`src/rtl/uart_pkg.sv`:
```
// Shared types and helpers for the oversampled UART receive/transmit paths.
//   rx_state_t  : receiver frame FSM states
//   uart_err_t  : per-character status reported on rx_error
//   calc_div    : clock cycles per oversample tick, rounded to nearest
package uart_pkg;

  typedef enum logic [2:0] {
    ST_IDLE,
    ST_START,
    ST_DATA,
    ST_PARITY,
    ST_STOP
  } rx_state_t;

  typedef enum logic [1:0] {
    ERR_OK     = 2'b00,
    ERR_START  = 2'b01,
    ERR_STOP   = 2'b10,
    ERR_PARITY = 2'b11
  } uart_err_t;

  localparam int unsigned PARITY_NONE = 0;
  localparam int unsigned PARITY_EVEN = 1;
  localparam int unsigned PARITY_ODD  = 2;

  // Tick indices within a 16-tick bit: three votes around mid-bit, last tick ends the bit
  localparam int unsigned SMP_W = 4;
  localparam logic [SMP_W-1:0] SAMPLE_A    = 4'd7;
  localparam logic [SMP_W-1:0] SAMPLE_B    = 4'd8;
  localparam logic [SMP_W-1:0] SAMPLE_C    = 4'd9;
  localparam logic [SMP_W-1:0] SAMPLE_LAST = 4'd15;

  // Cycles per oversample tick, rounded to nearest and never below one
  function automatic int unsigned calc_div(input int unsigned clock,
                                           input int unsigned baud_rate,
                                           input int unsigned oversample);
    int unsigned den;
    int unsigned div;
    den = baud_rate * oversample;
    div = (clock + den / 2) / den;
    return (div == 0) ? 1 : div;
  endfunction

  // Two-out-of-three majority
  function automatic logic vote3(input logic a, input logic b, input logic c);
    return (a & b) | (a & c) | (b & c);
  endfunction

endpackage

```
`src/rtl/axis_if.sv`:
```
// AXI-stream handshake bundle.
//   tdata/tvalid : driven by the master
//   tready       : driven by the slave
interface axis_if #(
  parameter int unsigned DATA_WIDTH = 8
);
  logic [DATA_WIDTH-1:0] tdata;
  logic                  tvalid;
  logic                  tready;

  modport m_axis (output tdata, output tvalid, input tready);
  modport s_axis (input tdata, input tvalid, output tready);
endinterface

```
`src/rtl/uart_baud_tick.sv`:
```
// Oversample tick generator: free-running divider that pulses once every DIV
// cycles and can be restarted to phase-align ticks to a line edge.
//   clk, rst_n : clock, async active-low reset
//   restart    : zero the divider; the first tick follows DIV cycles later
//   tick_c     : one-cycle tick (combinational from the counter)
module uart_baud_tick #(
  parameter int unsigned DIV = 10
) (
  input  logic clk,
  input  logic rst_n,
  input  logic restart,
  output logic tick_c
);

  localparam int unsigned CW = (DIV > 1) ? $clog2(DIV) : 1;
  localparam logic [CW-1:0] CNT_MAX = CW'(DIV - 1);

  logic [CW-1:0] cnt_q;
  logic [CW-1:0] cnt_d;

  // Count 0..DIV-1, wrapping on the tick or on restart
  always_comb begin
    cnt_d = cnt_q + CW'(1);
    if (restart || (cnt_q == CNT_MAX)) begin
      cnt_d = '0;
    end
  end

  assign tick_c = (cnt_q == CNT_MAX) && !restart;

  always_ff @(posedge clk or negedge rst_n) begin
    if (!rst_n) begin
      cnt_q <= '0;
    end else begin
      cnt_q <= cnt_d;
    end
  end

endmodule

```
`src/rtl/axis_uart_rx_oversampled.sv`:
```
// UART receiver with 16x oversampling and 3-sample majority vote. Characters
// are packed LSB-character-first into an AXI-stream word held in a separate
// output register.
//   aclk, aresetn : clock, async active-low reset
//   uart_rx       : asynchronous serial input, idle high
//   m_axis        : AXI-stream master (tdata/tvalid out, tready in)
//   rx_done       : one-cycle pulse at the end of every frame
//   rx_error      : status of the last frame, held between rx_done pulses
//   overrun       : one-cycle pulse when a completed word is dropped
module axis_uart_rx_oversampled
  import uart_pkg::*;
#(
  parameter int unsigned AXI_DATA_WIDTH = 8,
  parameter int unsigned CLOCK          = 100_000_000,
  parameter int unsigned BAUD_RATE      = 115_200,
  parameter int unsigned DATA_BITS      = 8,
  parameter int unsigned STOP_BITS      = 1,
  parameter int unsigned PARITY_BITS    = 0,
  parameter int unsigned OVERSAMPLE     = 16
) (
  input  logic       aclk,
  input  logic       aresetn,
  input  logic       uart_rx,
  axis_if.m_axis     m_axis,
  output logic       rx_done,
  output logic [1:0] rx_error,
  output logic       overrun
);

  localparam int unsigned DIV     = calc_div(CLOCK, BAUD_RATE, OVERSAMPLE);
  localparam int unsigned N_CHARS = AXI_DATA_WIDTH / DATA_BITS;
  localparam int unsigned IDX_W   = (N_CHARS > 1) ? $clog2(N_CHARS) : 1;
  localparam int unsigned BIT_W   = 4;

  // Line synchroniser and edge history
  logic [1:0] sync_q, sync_d;
  logic       rx_prev_q, rx_prev_d;
  logic       rx_s;
  logic       start_edge_c;

  // Frame FSM and bit-level datapath
  rx_state_t            state_q, state_d;
  logic [SMP_W-1:0]     smp_cnt_q, smp_cnt_d;
  logic [BIT_W-1:0]     bit_cnt_q, bit_cnt_d;
  logic                 s7_q, s7_d;
  logic                 s8_q, s8_d;
  logic [DATA_BITS-1:0] shift_q, shift_d;
  logic                 par_err_q, par_err_d;
  logic                 stop_err_q, stop_err_d;
  logic                 rx_done_q, rx_done_d;
  uart_err_t            rx_error_q, rx_error_d;

  // Word assembly and output register
  logic [AXI_DATA_WIDTH-1:0] asm_q, asm_d;
  logic [IDX_W-1:0]          char_idx_q, char_idx_d;
  logic                      word_done_q, word_done_d;
  logic [AXI_DATA_WIDTH-1:0] tdata_q, tdata_d;
  logic                      tvalid_q, tvalid_d;
  logic                      overrun_q, overrun_d;

  logic tick_c;
  logic restart_c;
  logic vote_c;
  logic mid_c;
  logic end_c;
  logic par_exp_c;

  uart_baud_tick #(
    .DIV (DIV)
  ) u_tick (
    .clk     (aclk),
    .rst_n   (aresetn),
    .restart (restart_c),
    .tick_c  (tick_c)
  );

  // Synchroniser; a start needs a 1->0 transition, so a held-low break line
  // is ignored until it has gone high again
  always_comb begin
    sync_d    = {sync_q[0], uart_rx};
    rx_prev_d = sync_q[1];
  end

  assign rx_s         = sync_q[1];
  assign start_edge_c = rx_prev_q & ~rx_s;

  // Vote uses the two stored samples plus the live third sample
  assign vote_c    = vote3(s7_q, s8_q, rx_s);
  assign mid_c     = tick_c && (smp_cnt_q == SAMPLE_C);
  assign end_c     = tick_c && (smp_cnt_q == SAMPLE_LAST);
  assign par_exp_c = (PARITY_BITS == PARITY_ODD) ? ~(^shift_q) : ^shift_q;

  // Frame FSM: next state plus bit-level datapath
  always_comb begin
    state_d    = state_q;
    smp_cnt_d  = smp_cnt_q;
    bit_cnt_d  = bit_cnt_q;
    s7_d       = s7_q;
    s8_d       = s8_q;
    shift_d    = shift_q;
    par_err_d  = par_err_q;
    stop_err_d = stop_err_q;
    rx_done_d  = 1'b0;
    rx_error_d = rx_error_q;
    restart_c  = 1'b0;

    if ((state_q != ST_IDLE) && tick_c) begin
      smp_cnt_d = smp_cnt_q + SMP_W'(1);
      if (smp_cnt_q == SAMPLE_A) s7_d = rx_s;
      if (smp_cnt_q == SAMPLE_B) s8_d = rx_s;
    end

    unique case (state_q)
      ST_IDLE: begin
        if (start_edge_c) begin
          restart_c  = 1'b1;
          smp_cnt_d  = '0;
          bit_cnt_d  = '0;
          par_err_d  = 1'b0;
          stop_err_d = 1'b0;
          state_d    = ST_START;
        end
      end

      ST_START: begin
        if (mid_c && vote_c) begin
          rx_done_d  = 1'b1;
          rx_error_d = ERR_START;
          state_d    = ST_IDLE;
        end else if (end_c) begin
          state_d = ST_DATA;
        end
      end

      ST_DATA: begin
        if (mid_c) begin
          shift_d = {vote_c, shift_q[DATA_BITS-1:1]};
        end
        if (end_c) begin
          if (bit_cnt_q == BIT_W'(DATA_BITS - 1)) begin
            bit_cnt_d = '0;
            state_d   = (PARITY_BITS != PARITY_NONE) ? ST_PARITY : ST_STOP;
          end else begin
            bit_cnt_d = bit_cnt_q + BIT_W'(1);
          end
        end
      end

      ST_PARITY: begin
        if (mid_c) begin
          par_err_d = (vote_c != par_exp_c);
        end
        if (end_c) begin
          state_d = ST_STOP;
        end
      end

      ST_STOP: begin
        if (mid_c) begin
          if (!vote_c) stop_err_d = 1'b1;
          // Frame closes at mid-point of the last stop bit so a following
          // start bit can arrive with no idle gap
          if (bit_cnt_q == BIT_W'(STOP_BITS - 1)) begin
            rx_done_d = 1'b1;
            state_d   = ST_IDLE;
            if (stop_err_q || !vote_c) begin
              rx_error_d = ERR_STOP;
            end else if (par_err_q) begin
              rx_error_d = ERR_PARITY;
            end else begin
              rx_error_d = ERR_OK;
            end
          end
        end else if (end_c) begin
          bit_cnt_d = bit_cnt_q + BIT_W'(1);
        end
      end

      default: begin
        state_d = ST_IDLE;
      end
    endcase
  end

  // Word assembly, driven by the registered frame result
  always_comb begin
    asm_d       = asm_q;
    char_idx_d  = char_idx_q;
    word_done_d = 1'b0;

    if (rx_done_q) begin
      if (rx_error_q == ERR_OK) begin
        for (int unsigned i = 0; i < N_CHARS; i++) begin
          if (char_idx_q == IDX_W'(i)) begin
            asm_d[i*DATA_BITS +: DATA_BITS] = shift_q;
          end
        end
        if (char_idx_q == IDX_W'(N_CHARS - 1)) begin
          char_idx_d  = '0;
          word_done_d = 1'b1;
        end else begin
          char_idx_d = char_idx_q + IDX_W'(1);
        end
      end else begin
        char_idx_d = '0;
        asm_d      = '0;
      end
    end
  end

  // Output register: load on completion unless a held word is still stalled
  always_comb begin
    tdata_d   = tdata_q;
    tvalid_d  = tvalid_q;
    overrun_d = 1'b0;

    if (tvalid_q && m_axis.tready) begin
      tvalid_d = 1'b0;
    end
    if (word_done_q) begin
      if (!tvalid_q || m_axis.tready) begin
        tdata_d  = asm_q;
        tvalid_d = 1'b1;
      end else begin
        overrun_d = 1'b1;
      end
    end
  end

  always_ff @(posedge aclk or negedge aresetn) begin
    if (!aresetn) begin
      sync_q      <= 2'b11;
      rx_prev_q   <= 1'b1;
      state_q     <= ST_IDLE;
      smp_cnt_q   <= '0;
      bit_cnt_q   <= '0;
      s7_q        <= 1'b1;
      s8_q        <= 1'b1;
      shift_q     <= '0;
      par_err_q   <= 1'b0;
      stop_err_q  <= 1'b0;
      rx_done_q   <= 1'b0;
      rx_error_q  <= ERR_OK;
      asm_q       <= '0;
      char_idx_q  <= '0;
      word_done_q <= 1'b0;
      tdata_q     <= '0;
      tvalid_q    <= 1'b0;
      overrun_q   <= 1'b0;
    end else begin
      sync_q      <= sync_d;
      rx_prev_q   <= rx_prev_d;
      state_q     <= state_d;
      smp_cnt_q   <= smp_cnt_d;
      bit_cnt_q   <= bit_cnt_d;
      s7_q        <= s7_d;
      s8_q        <= s8_d;
      shift_q     <= shift_d;
      par_err_q   <= par_err_d;
      stop_err_q  <= stop_err_d;
      rx_done_q   <= rx_done_d;
      rx_error_q  <= rx_error_d;
      asm_q       <= asm_d;
      char_idx_q  <= char_idx_d;
      word_done_q <= word_done_d;
      tdata_q     <= tdata_d;
      tvalid_q    <= tvalid_d;
      overrun_q   <= overrun_d;
    end
  end

  assign m_axis.tdata  = tdata_q;
  assign m_axis.tvalid = tvalid_q;
  assign rx_done       = rx_done_q;
  assign rx_error      = rx_error_q;
  assign overrun       = overrun_q;

endmodule

```
`src/flat_wrapper.sv`:
```
// flat-port wrapper written by rule: the top's interface ports become plain ports
module axis_uart_rx_oversampled_flat import uart_pkg::*;
#(
  parameter int unsigned AXI_DATA_WIDTH = 8,
  parameter int unsigned CLOCK          = 100_000_000,
  parameter int unsigned BAUD_RATE      = 115_200,
  parameter int unsigned DATA_BITS      = 8,
  parameter int unsigned STOP_BITS      = 1,
  parameter int unsigned PARITY_BITS    = 0,
  parameter int unsigned OVERSAMPLE     = 16
)
  (aclk, aresetn, uart_rx, rx_done, rx_error, overrun, m_axis_tdata, m_axis_tvalid, m_axis_tready);
  axis_if #(.DATA_WIDTH(8)) m_axis_i ();
  input  logic aclk;
  input  logic aresetn;
  input  logic uart_rx;
  output logic rx_done;
  output logic [1:0] rx_error;
  output logic overrun;
  output wire logic [$bits(m_axis_i.tdata)-1:0] m_axis_tdata;
  output wire logic [$bits(m_axis_i.tvalid)-1:0] m_axis_tvalid;
  input wire logic [$bits(m_axis_i.tready)-1:0] m_axis_tready;
  assign m_axis_tdata = m_axis_i.tdata;
  assign m_axis_tvalid = m_axis_i.tvalid;
  assign m_axis_i.tready = m_axis_tready;
  axis_uart_rx_oversampled #(.AXI_DATA_WIDTH(AXI_DATA_WIDTH), .CLOCK(CLOCK), .BAUD_RATE(BAUD_RATE), .DATA_BITS(DATA_BITS), .STOP_BITS(STOP_BITS), .PARITY_BITS(PARITY_BITS), .OVERSAMPLE(OVERSAMPLE)) u_core (.aclk(aclk), .aresetn(aresetn), .uart_rx(uart_rx), .m_axis(m_axis_i), .rx_done(rx_done), .rx_error(rx_error), .overrun(overrun));
endmodule
```
`config.mk`:
```
export PLATFORM = sky130hd
export DESIGN_NAME = axis_uart_rx_oversampled_flat
export DESIGN_NICKNAME = d
export VERILOG_FILES = /design/src/rtl/uart_pkg.sv /design/src/rtl/axis_if.sv /design/src/rtl/uart_baud_tick.sv /design/src/rtl/axis_uart_rx_oversampled.sv /design/src/flat_wrapper.sv
export SDC_FILE = /design/constraint.sdc
export NUM_CORES = 1
export LEC_CHECK = 0
export ABC_AREA = 0
export CAP_MARGIN = 10
export CORE_MARGIN = 2
export CORE_UTILIZATION = 52
export DETAILED_ROUTE_END_ITERATION = 8
export DONT_BUFFER_PORTS = 1
export MAX_ROUTING_LAYER = met4
export PLACE_DENSITY_LB_ADDON = 0.12
export SLEW_MARGIN = 20
export SYNTH_ARGS = -nofsm -noshare
export SYNTH_HDL_FRONTEND = slang
export SYNTH_HIERARCHICAL = 1
export SYNTH_SLANG_ARGS = --single-unit
```
`constraint.sdc`:
```
create_clock -name aclk -period 2.7 [get_ports aclk]
set_clock_uncertainty 0.2 [all_clocks]
set_input_delay 0.405 -clock aclk [delete_from_list [all_inputs] [get_ports aclk]]
set_output_delay 0.405 -clock aclk [all_outputs]
set_load 0.03 [all_outputs]
```
==> run metrics <==
vias per inst 5.69; CP endpoint kind flop; Switch Pwr about 430 uW; top_reg_cell synth dfrtp_1; DR iter-0 viols about 110; Cell Rows 25; final worst path period need between 2 and 2.5 ns; setup TNS 0 ns; Core ar. 4690 sq um; Layout area overhead 9.45%; total power draw around 1700 uW; syn_area_per_cell ~11 sq um; #FFs+latches synth between 50 and 60; Syn Nets about 240; fmax around 420 MHz; worst vdd ir just over 0.4 mV; clock sink count 54; layout cells sized above 1 between 15 and 20%; Slew Limit Fails 0; Fin Hold WS ~0.12 ns; WL/cell 15.0 microns; Critical Path Start Type flop; PostCTS Resize Cnt 0; sequential area share after synthesis 54.2%; Die H roughly 73 microns; Final nets between 200 and 300; Num CTS Buffers 5; Max-cap violations 0; ANT cells 0; pwr dens 603 nW/um^2; number of global-route vias before repair around 1700; Chip Width 73.4 microns; Clock Path Buffers 2; crit path DAT between 2 and 2.5 ns; Routed WL 4440 microns; RSZ-0062 raised after global routing false; num ports 17; WS Path Type reg -> reg; Net Sw Frac about a quarter; drt drc 0; Antenna Nets Post-Route 0; TritonRoute pass-1 iters 4; GRT Overall Usage about a fifth; clock share of power around a third; Post-synth EDFFs 0; Mapped Cells 231; Slew headroom between 60% and 70%; initial core utilization 53.4%; placer congestion estimate around 0.77; period utilization 89.2%; final setup violation count 0; Cells after DPL approximately 290; hpwl dp 3230 microns; Flop pwr share 55.9%; GRT Residual Overflow 0; PortBufs 0; combinational share of power 11.8%; clock root buffer clkbuf_8; post-synth cell types 47; Finished Layout Cells 296; initial antenna violation count 0; Ys Warns 6; clock transition at the registers of the reported paths 0.09 ns; Worst EP required around 2.7 ns; die area approximately 5400 sq um; asr flop ratio synth 100%; status completed; Int Pwr between 1000 and 1500 uW; Slew @ Worst Pin 0.498 ns; P_leak 0.00126 uW; largest net degree at the start of global routing 55; CTS tree yes; Worst-Skew Late Latency 0.30 ns; total vias in the final route ~1700; first-pass GRT wire length just under 8000 microns; Fin. Hold Viols 0; Mapped Area between 2000 and 3000 sq um; worst hold-check path type in -> reg; htree depth 2; worst-path maximum fanout 8
==> kinds of logic (layout without fill, tap and decap cells) <==
| family | after synthesis | in the layout | share of synthesized area [%] |
|---|---|---|---|
| xor gates and xnor gates | 11 | 11 | 4.40 |
| and+or+nand+nor | 77 | 77 | 16.6 |
| muxes | 14 | 14 | 6.15 |
| buffers and inverters | 21 | 32 | 3.55 |
| adders and majority gates | 8 | 8 | 3.90 |
| DFF | 54 | 54 | 54.2 |
| AOI/OAI and AO/OA | 46 | 46 | 11.2 |
==> worst max-delay path: stages, from the launching register on <==
cell      delay [ns]
dfstp_2         0.57
nand2b_1        0.21
nor2_4          0.04
nor2_1          0.21
nand4_1         0.35
a21o_1          0.28
a21oi_2         0.23
mux2i_1         0.24
==> final cells by class <==
| class | count | area [sq um] |
|---|---|---|
| clock buffers | 5 | 68.8 |
| clock inverters | 3 | 43.8 |
| fillers | 397 | 1950 |
| inverters | 16 | 60.1 |
| multi-input cells | 156 | 1060 |
| flip-flops and latches | 54 | 1360 |
| well taps | 54 | 67.6 |
| repair buffers | 8 | 85.1 |
==> Yosys cell counts, drive strengths merged (4+ instances only) <==
master | count | area share (%)
a21oi | 10 | 2.3
inv | 16 | 2.4
nand2b | 6 | 1.5
dfstp | 5 | 5.2
nor2 | 18 | 3.0
xnor2 | 8 | 2.8
nand3 | 7 | 1.8
o21ai | 24 | 4.8
ha | 7 | 3.5
or3 | 4 | 1.0
mux2 | 11 | 4.9
nand2 | 26 | 3.9
dfrtp | 49 | 49
==> placed cells by master (no fill, tap or decap), types with 2 or more instances in the layout <==
cell / instances
nand2b_1: 6
nand4_1: 2
buf_4: 5
dfrtp_1: 49
xor2_1: 2
clkbuf_8: 5
nor2_1: 17
o21ai_0: 23
or3_1: 4
inv_1: 16
dfstp_2: 5
nor3b_1: 2
dlygate4sd3_1: 2
mux2i_1: 3
a21oi_1: 8
nand3b_1: 3
nand2_1: 26
mux2_2: 10
nor2b_1: 3
ha_1: 7
a21oi_2: 2
nand3_2: 2
nand3_1: 5
xnor2_1: 8
==> per-stage QoR <==
stage	setup WS [ns]	utilization [%]	area (sq um)
2_1_floorplan	0.366	-	2500
3_3_place_gp	0.414	55.0	2580
3_5_place_dp	0.309	55.0	2580
4_1_cts	0.292	58.4	2740
5_1_grt	0.0696	58.4	2740
6_report	0.291	58.4	2740
==> routing by layer <==
metal	routed length [microns]	vias up	track usage (%)
met2	2120	41	28.9
met1	2090	820	26.1
li1	-	811	-
met3	140	11	3.70
met4	90	0	8.08
met5	0	-	-
==> sequential cells by signal, summed over array words and instances, names as in the netlist, 2 cells and up <==
name                 count
u_core/bit_cnt_q         4
u_core/sync_q            2
u_core/smp_cnt_q         4
u_core/rx_error          2
u_core/asm_q             8
u_core/state_q           3
u_core/shift_q           8
u_core/m_axis.tdata      8
u_core/u_tick/cnt_q      6
==> power by group through the flow <==
stage	registers [uW]	clock network [uW]	logic [uW]
floorplan	926	0	137
global placement	931	0	161
detailed placement	938	0	173
CTS	923	551	197
global route	932	586	227
finish	923	534	194
==> timing repair <==
item                      in CTS  in global routing
hold endpoints to repair      55                  0
setup buffers                  0                  0
hold buffers                   3                  0
==> path summary, 6_finish.rpt <==
kind | endpoint | cells after the start | start | slack [ns]
worst max-delay path | u_core/bit_cnt_q[1] | 7 | u_core/sync_q[1] | 0.29
worst min-delay path | u_core/overrun | 2 | m_axis_tready | 0.12
worst max register to register | u_core/bit_cnt_q[1] | 7 | u_core/sync_q[1] | 0.29
worst min register to register | u_core/sync_q[1] | 0 | u_core/sync_q[0] | 0.16
max in group asynchronous | u_core/s7_q | 2 | aresetn | 1.59
min in group asynchronous | u_core/asm_q[7] | 2 | aresetn | 0.43
Note: power is estimated with default switching activity, not from simulation.
